--- src/rtl/wb_regfile.sv ---
// Writeback stage and architectural state for the 8-bit datapath.
// Holds an NUM_REGS x DATA_W register file, the {c,n,z} flag register,
// two combinational read ports, and a "clear all" sequencer. Writeback
// is stalled while the clear sequence runs.
// Optional build macro: WB_BYPASS_EN adds write-through forwarding so a
// writeback being accepted is visible on the read ports and flags in the
// same cycle.
module wb_regfile #(
  parameter int NUM_REGS = 8,
  parameter int DATA_W   = 8,
  parameter int FLAG_W   = 3,
  parameter int ADDR_W   = $clog2(NUM_REGS)
) (
  input  logic              clk,
  input  logic              reset_n,
  input  logic              wb_valid,
  output logic              wb_ready,
  input  logic [ADDR_W-1:0] wb_rd,
  input  logic [DATA_W-1:0] wb_data,
  input  logic [FLAG_W-1:0] wb_flags,
  input  logic              wb_reg_we,
  input  logic              wb_flag_we,
  input  logic [ADDR_W-1:0] ra_addr,
  input  logic [ADDR_W-1:0] rb_addr,
  output logic [DATA_W-1:0] ra_data,
  output logic [DATA_W-1:0] rb_data,
  output logic [FLAG_W-1:0] flags_q,
  output logic              cin_q,
  input  logic              clr_req,
  output logic              clr_busy
);

  typedef enum logic {
    IDLE  = 1'b0,
    CLEAR = 1'b1
  } state_t;

  localparam logic [ADDR_W-1:0] LAST_IDX = ADDR_W'(NUM_REGS - 1);

  state_t            state_q, state_d;
  logic [ADDR_W-1:0] cnt_q, cnt_d;
  logic [DATA_W-1:0] regs_q [NUM_REGS];
  logic [DATA_W-1:0] regs_d [NUM_REGS];
  logic [FLAG_W-1:0] flag_q, flag_d;
  logic              accept;

  assign wb_ready = (state_q == IDLE);
  assign clr_busy = (state_q == CLEAR);
  assign accept   = wb_valid && wb_ready;

  // Next-state: writeback commit in IDLE, one register zeroed per cycle in CLEAR.
  always_comb begin
    state_d = state_q;
    cnt_d   = cnt_q;
    flag_d  = flag_q;
    regs_d  = regs_q;
    case (state_q)
      IDLE: begin
        if (accept && wb_reg_we)  regs_d[wb_rd] = wb_data;
        if (accept && wb_flag_we) flag_d = wb_flags;
        // A writeback in the same cycle as clr_req still lands; the clear wipes it later.
        if (clr_req) begin
          state_d = CLEAR;
          cnt_d   = '0;
        end
      end
      CLEAR: begin
        regs_d[cnt_q] = '0;
        if (cnt_q == '0) flag_d = '0;
        if (cnt_q == LAST_IDX) begin
          state_d = IDLE;
          cnt_d   = '0;
        end else begin
          cnt_d = cnt_q + 1'b1;
        end
      end
      default: begin
        state_d = IDLE;
        cnt_d   = '0;
      end
    endcase
  end

  // State, counter, register array and flags; reset aborts any clear in progress.
  always_ff @(posedge clk or negedge reset_n) begin
    if (!reset_n) begin
      state_q <= IDLE;
      cnt_q   <= '0;
      flag_q  <= '0;
      for (int i = 0; i < NUM_REGS; i++) regs_q[i] <= '0;
    end else begin
      state_q <= state_d;
      cnt_q   <= cnt_d;
      flag_q  <= flag_d;
      for (int i = 0; i < NUM_REGS; i++) regs_q[i] <= regs_d[i];
    end
  end

`ifdef WB_BYPASS_EN
  // Forward an accepted writeback straight to the read ports and flag output.
  always_comb begin
    ra_data = regs_q[ra_addr];
    rb_data = regs_q[rb_addr];
    flags_q = flag_q;
    if (accept && wb_reg_we && (ra_addr == wb_rd)) ra_data = wb_data;
    if (accept && wb_reg_we && (rb_addr == wb_rd)) rb_data = wb_data;
    if (accept && wb_flag_we)                      flags_q = wb_flags;
  end
`else
  // Read ports and flags reflect stored state only (one-cycle write latency).
  always_comb begin
    ra_data = regs_q[ra_addr];
    rb_data = regs_q[rb_addr];
    flags_q = flag_q;
  end
`endif

  // Carry-in to the ALU is the c bit, the MSB of {c,n,z}.
  assign cin_q = flags_q[FLAG_W-1];

endmodule

--- config.mk ---
export PLATFORM = sky130hd
export DESIGN_NAME = wb_regfile
export DESIGN_NICKNAME = d
export VERILOG_FILES = /design/src/rtl/wb_regfile.sv
export SDC_FILE = /design/constraint.sdc
export NUM_CORES = 1
export LEC_CHECK = 0
export ABC_CLOCK_PERIOD_IN_PS = 6900
export CAP_MARGIN = 20
export CORE_ASPECT_RATIO = 1.4
export CORE_MARGIN = 8
export CORE_UTILIZATION = 60
export CTS_BUF_LIST = sky130_fd_sc_hd__clkbuf_16
export CTS_CLUSTER_DIAMETER = 50
export DETAILED_ROUTE_END_ITERATION = 7
export PLACE_DENSITY = 0.81
export SLEW_MARGIN = 20
export SYNTH_ARGS = -nofsm -noshare
export SYNTH_HDL_FRONTEND = slang
export SYNTH_SLANG_ARGS = --single-unit
--- constraint.sdc ---
create_clock -name clk -period 6.9 [get_ports clk]
set_input_delay 1.38 -clock clk [delete_from_list [all_inputs] [get_ports clk]]
set_output_delay 1.38 -clock clk [all_outputs]
set_load 0.03 [all_outputs]
==> metrics.md, run 1 <==
| Metric | Value |
|---|---|
| TritonCTS Sinks | slightly above 70 |
| Detail Placement HPWL | 7.14 mm |
| Logic gate share of total power | 37.1% |
| Seq cells post-synth | just over 70 |
| H-Tree Depth | 3 |
| Cell Area, Synth | ~4000 µm² |
| Worst-path clk slew | 0.05 ns |
| Unique cell type count in the Yosys netlist | 30 |
| Row Count | 35 |
| Compound-Gate Fraction of Synth Area | 1.50% |
| Initial drt markers | 191 |
| Die Area | between 9000 and 10,000 µm² |
| Relative slew slack | 23.9% |
| RSZ-0062 raised after global routing | no |
| Global-route wire length before repair | ~17 mm |
| Synth Area in Adders | 0.937% |
| Worst skew pair latency | ~0.33 ns |
| Min Clock Period, post-route | 5.13 ns |
| VDD IR-drop max | 0.000301 V |
| FF/Latch Area | 1780 µm² |
| Clock power frac | between 20 and 25% |
| Place WS | 1.78 ns |
| Worst hold path type | flop to flop |
| CP Data Arrival Time | 3.75 ns |
| Routed wl met2 | 5.36 mm |
| Seq pwr share | 38.8% |
| Area occupied by multi-input gates | about 2100 µm² |
| Final non-filler cell total | 436 |
| P_sw | roughly 660 µW |
| Final worst setup slack | 1.77 ns |
| Port bufs | 47 |
| Min-Delay Endpoint | flags_q[1] |
| Synth-to-Final Area Change | 19.0% |
| Core area | between 6000 and 7000 µm² |
| Setup crit end kind | primary output |
| Post-cts repair resize count | 0 |
| # Post-CTS Setup Buffers | 0 |
| CTS tree | done |
| Yosys top cell by area | dfrtp_1 |
| Synth Area in XOR/XNOR | 0% |
| Layout Nets | 387 |
| Layout cell share with drive strength beyond 1 | 19.6% |
| Critical Path RT | 5.52 ns |
| First drt pass iteration count | 5 |
| Setup Crit Path Kind | input pin to primary output |
| Root Driver | clkbuf_16 |
| Async SR Flop Fraction | 100% |
| Met1 Routed Length | 4.23 mm |
| I/O pins | 48 |
| GR Overflow Total | 0 |
| CTS Hold Bufs | 0 |
| Fillers | 463 |
| Die width | 85.1 µm |
| Post-Syn Area per Cell | 12.6 µm² |
| WL final | between 10 and 15 mm |
| Reg-to-reg slack, setup | 4.59 ns |
| Synth Area in Simple Gates | 10.9% |
| Largest family of logic cells by synthesized area | multiplexers |
| Initial antenna violation count | 0 |
| Top cell type's share of synthesized area | 44.3% |
| Clock Skews | approximately 0.0045 ns |
| Vias post-DR | slightly below 3,000 |
| Final setup violating endpoints | 0 |
| Final core occ | about 73% |
| # diodes | 0 |
| Switching Share | 36.6% |
| Most frequent cells after synthesis | dfrtp_1, nand2_1, mux2i_1 |
| Vias/cell | roughly 6.7 |
| Final ANT Viol Nets | 0 |
| Mux contribution to synthesized area | 38.5% |
| DR top layer | met4 |
| Total track usage | 23.8% |
| Worst r2r path cells | 3 |
| Pint | 1140 µW |
| Cell Pwr Density | between 300 and 400 nW/µm² |
| Top-count cell post-synth | dfrtp_1 |
| Dominant synthesized flop cell | dfrtp_1 |
| Worst-case clock buffer depth | 2 |
| Lkg Pwr | about 0.0021 µW |
| Final Hold Vio Count | 0 |
| Max-cap violations | 0 |
| Crit start category | input pin |
| Remaining DRCs | 0 |
| Setup TNS | 0 ns |
| Largest cells by area after synthesis | dfrtp_1, mux4_2, mux2i_1 |
| Critical path peak fanout | 16 |
| DR WL met3 | 739 µm |
| Tcrit/Tclk final | 74.4% |
| Hold Startpoint | flags_q[1] |
| Outcome | completed |
| Actual slew at the worst max-slew pin | 1.14 ns |
| Slew Viols, Final | 0 |
| Post-Synthesis Cells | 319 |
| Largest net degree at the start of global routing | 72 |
| Hold depth | 1 |
| Routed wire per std cell | 24.2 µm |
| GPL Wtd Cong | 0.785 |
| Yosys warning total | 0 |
| EDFF count, synth | 0 |
| Die H | 113 µm |
| Highest Clock Rate | 195 MHz |
| Register area share after synthesis | 44.3% |
| TritonCTS buffer count | 9 |
| Starting Density | 61.4% |
| Mapped Nets | 348 |
| Vias in the first global route | ~3,100 |
| Dpl cells | 421 |
| Worst R2R End | regs_q[52] |
| Worst reg2reg startpoint | clr_busy |
[cell families (layout without fill, tap and decap cells)]
kind of cell               after synthesis  after routing
DFF                                     71             71
adders and majority gates                3              3
buffers and inverters                   35             78
and+or+nand+nor                         90             90
muxes                                  112            112
AOI/OAI and AO/OA                        8              8
[layout by cell type, fill, tap and decap left out, drive strengths merged, types with 2 or more instances in the layout]
cell type       n
dfrtp          71
nand2          68
mux2i          64
clkdlybuf4s50  46
mux4           32
mux2           16
inv            13
clkbuf          9
nor2            5
buf             5
clkinv          4
o31ai           3
a22o            3
nand4b          3
ha              3
or4b            3
nand3b          2
nor3            2
or4bb           2
[power groups by stage]
stage	Clock, µW	Sequential (µW)	Combinational [µW]
2_1_floorplan	0	649	468
3_3_place_gp	0	687	646
3_5_place_dp	0	702	668
4_1_cts	438	696	675
5_1_grt	458	718	721
6_report	437	700	669
[how the worst max path moves through the flow]
stage,from,end,slack (ns)
after global placement,rb_addr[2],rb_data[6],1.83
after CTS,ra_addr[2],ra_data[6],1.79
after detailed placement,rb_addr[2],rb_data[6],1.78
after floorplan,ra_addr[0],ra_data[0],2.56
after global routing,rb_addr[2],rb_data[6],1.73
final,rb_addr[2],rb_data[6],1.77
[sequential cells by signal (all words and copies together), names as in the netlist]
name and count:
flags_q 3, cnt_q 3, clr_busy 1, regs_q 64
[through the flow]
stage / hold slack [ns] / total power (µW) / cell area [µm²]
after floorplan: 0.508 / 1120 / 4010
after global placement: 0.484 / 1330 / 4480
after detailed placement: 0.481 / 1370 / 4490
after CTS: 0.507 / 1810 / 4770
after global routing: 0.557 / 1900 / 4770
final: 0.506 / 1810 / 4770
[worst max-delay path, cell delays in order]
cell and delay, ns:
clkdlybuf4s50_1 1.04, mux4_2 0.41, mux2_2 0.29, clkdlybuf4s50_1 0.63
[layer usage]
metal  GRT usage, %  vias up
li1               -     1234
met1           28.5     1520
met2           39.7      132
met3           6.16       19
met4           9.55        0
met5              0        -
[cell type report]
| class | count | area share [%] |
|---|---|---|
| inverter | 12 | 0.945 |
| tap | 74 | 1.94 |
| timing repair buffer | 51 | 10.5 |
| sequential | 71 | 37.3 |
| multi-input combinational | 213 | 43.5 |
| clock inverter | 6 | 1.13 |
| clock buffer | 9 | 4.72 |
Note: power is estimated with default switching activity, not from simulation.
==> run 2: changes to the inputs <==
--- a/config.mk
+++ b/config.mk
@@ -5,15 +5,15 @@
 export SDC_FILE = /design/constraint.sdc
 export NUM_CORES = 1
 export LEC_CHECK = 0
-export ABC_CLOCK_PERIOD_IN_PS = 6900
+export ABC_CLOCK_PERIOD_IN_PS = 4300
 export CAP_MARGIN = 20
 export CORE_ASPECT_RATIO = 1.4
 export CORE_MARGIN = 8
-export CORE_UTILIZATION = 60
+export CORE_UTILIZATION = 51
 export CTS_BUF_LIST = sky130_fd_sc_hd__clkbuf_16
 export CTS_CLUSTER_DIAMETER = 50
 export DETAILED_ROUTE_END_ITERATION = 7
-export PLACE_DENSITY = 0.81
+export PLACE_DENSITY = 0.73
 export SLEW_MARGIN = 20
 export SYNTH_ARGS = -nofsm -noshare
 export SYNTH_HDL_FRONTEND = slang
==> constraint.sdc (replaced) <==
create_clock -name clk -period 4.3 [get_ports clk]
set_input_delay 0.86 -clock clk [delete_from_list [all_inputs] [get_ports clk]]
set_output_delay 0.86 -clock clk [all_outputs]
set_load 0.03 [all_outputs]
==> metrics.md, run 2 (synthesis results as in run 1) <==
| Metric | Value |
|---|---|
| Vias in the first global route | 3,042 |
| Critical path peak fanout | 7 |
| Setup Crit Path Kind | input pin to primary output |
| Commonest non-fill, non-tap cell in the layout | dfrtp_1 |
| Synth-to-Final Area Change | 20.0% |
| Most frequent cells in the layout | dfrtp_1, nand2_1, mux2i_1 |
| Hold depth | 1 |
| Worst-case clock buffer depth | 2 |
| Initial drt markers | 247 |
| WL final | 10.9 mm |
| Tcrit/Tclk final | 90.2% |
| Max reg flops | 64 |
| Place WS | 0.415 ns |
| First drt pass iteration count | 4 |
| Die H | 121 µm |
| Routed wire per std cell | roughly 23 µm |
| Core area | 7700 µm² |
| Crit start category | input pin |
| Final core occ | 62.5% |
| CTS tree | done |
| Setup crit end kind | primary output |
| RSZ-0062 raised after global routing | no |
| Relative slew slack | between 30% and 40% |
| GPL Wtd Cong | 0.796 |
| Clock Skews | slightly above 0.005 ns |
| Layout Nets | 392 |
| # Post-CTS Setup Buffers | 0 |
| GR Overflow Total | 0 |
| Root Driver | clkbuf_16 |
| Die width | around 91 µm |
| Min-Delay Endpoint | flags_q[0] |
| Die Area | 11,000 µm² |
| Worst reg2reg startpoint | clr_busy |
| Biggest register | regs_q |
| Worst skew pair latency | approximately 0.34 ns |
| Initial antenna violation count | 0 |
| Detail Placement HPWL | ~7.6 mm |
| Remaining DRCs | 0 |
| Worst hold path type | flop to flop |
| Slew Viols, Final | 0 |
| TritonCTS buffer count | 9 |
| Post-cts repair resize count | 0 |
| Highest Clock Rate | 258 MHz |
| Largest net degree at the start of global routing | 37 |
| Worst r2r path cells | 3 |
| Max-cap violations | 0 |
| Final setup violating endpoints | 0 |
| # diodes | 0 |
| Lkg Pwr | around 0.0021 µW |
| Final non-filler cell total | 466 |
| Final Hold Vio Count | 0 |
| Actual slew at the worst max-slew pin | just over 1 ns |
| Critical Path RT | 3.44 ns |
| Worst R2R End | regs_q[51] |
| Setup TNS | 0 ns |
| CP Data Arrival Time | about 3 ns |
| TritonCTS Sinks | 71 |
| Reg-to-reg slack, setup | 2.02 ns |
| Global-route wire length before repair | 17.2 mm |
| Row Count | 38 |
| Port bufs | 47 |
| VDD IR-drop max | 0.000479 V |
| Vias post-DR | 2,817 |
| Final ANT Viol Nets | 0 |
| Dpl cells | 452 |
| I/O pins | 48 |
| Outcome | completed |
| CTS Hold Bufs | 0 |
| Vias/cell | 6.05 |
| Cell Pwr Density | between 500 and 600 nW/µm² |
| Hold Startpoint | flags_q[0] |
| Final worst setup slack | 0.421 ns |
| Total track usage | 20.7% |
| Worst-path clk slew | 0.05 ns |
| Layout cell share with drive strength beyond 1 | 20.8% |
| H-Tree Depth | 3 |
| Starting Density | 52.0% |
| Min Clock Period, post-route | 3.88 ns |
[run 2: changes by cell type in the layout (fill, tap and decap cells not counted)]
cell,change
clkinv_1,+1
clkdlybuf4s50_1,-2
clkinv_4,-1
buf_12,+1
buf_4,+6
bufinv_16,-1
[run 2: worst max path at each step]
stage | startpoint | end | slack, ns | cells after the start
2_1_floorplan | ra_addr[0] | ra_data[0] | 1.0 | 4
3_3_place_gp | rb_addr[0] | rb_data[5] | 0.44 | 5
3_5_place_dp | rb_addr[0] | rb_data[5] | 0.42 | 5
4_1_cts | rb_addr[0] | rb_data[5] | 0.41 | 5
5_1_grt | rb_addr[0] | rb_data[5] | 0.37 | 5
6_report | rb_addr[0] | rb_data[5] | 0.42 | 5
[run 2: worst max-delay path: stages]
cell             delay [ns]
clkdlybuf4s50_1        0.49
buf_4                  0.22
mux4_2                 0.53
mux2_2                 0.28
clkdlybuf4s50_1        0.63
[run 2: power by group]
group | leakage (µW) | total (µW) | switching (µW) | internal [µW]
Sequential | 0.000963 | 1130 | 240 | 894
Combinational | 0.00102 | 1060 | 554 | 505
Clock | 0.000123 | 631 | 258 | 373
[run 2: layout make-up]
class                           count  area, µm²
Clock buffer                        9        225
Timing Repair Buffer               56        544
Fill cell                         632       2890
Multi-Input combinational cell    213       2080
Tap cell                          100        125
Sequential cell                    71       1780
Inverter                           12       45.0
Clock inverter                      5       18.8
[run 2: metrics by stage]
stage | total power (µW) | instance area (µm²) | hold slack (ns)
after floorplan | 1790 | 4010 | 0.508
after global placement | 2150 | 4560 | 0.486
after detailed placement | 2190 | 4570 | 0.485
after CTS | 2840 | 4810 | 0.511
after global routing | 2970 | 4810 | 0.546
final | 2820 | 4810 | 0.511
[run 2: per-layer routing]
| layer | GRT usage, % | wire length (µm) | vias to the layer above |
|---|---|---|---|
| met5 | 0 | 0 | - |
| met4 | 10.3 | 304 | 0 |
| met3 | 5.08 | 646 | 22 |
| met2 | 34.8 | 5530 | 112 |
| met1 | 24.3 | 4390 | 1436 |
| li1 | - | - | 1247 |
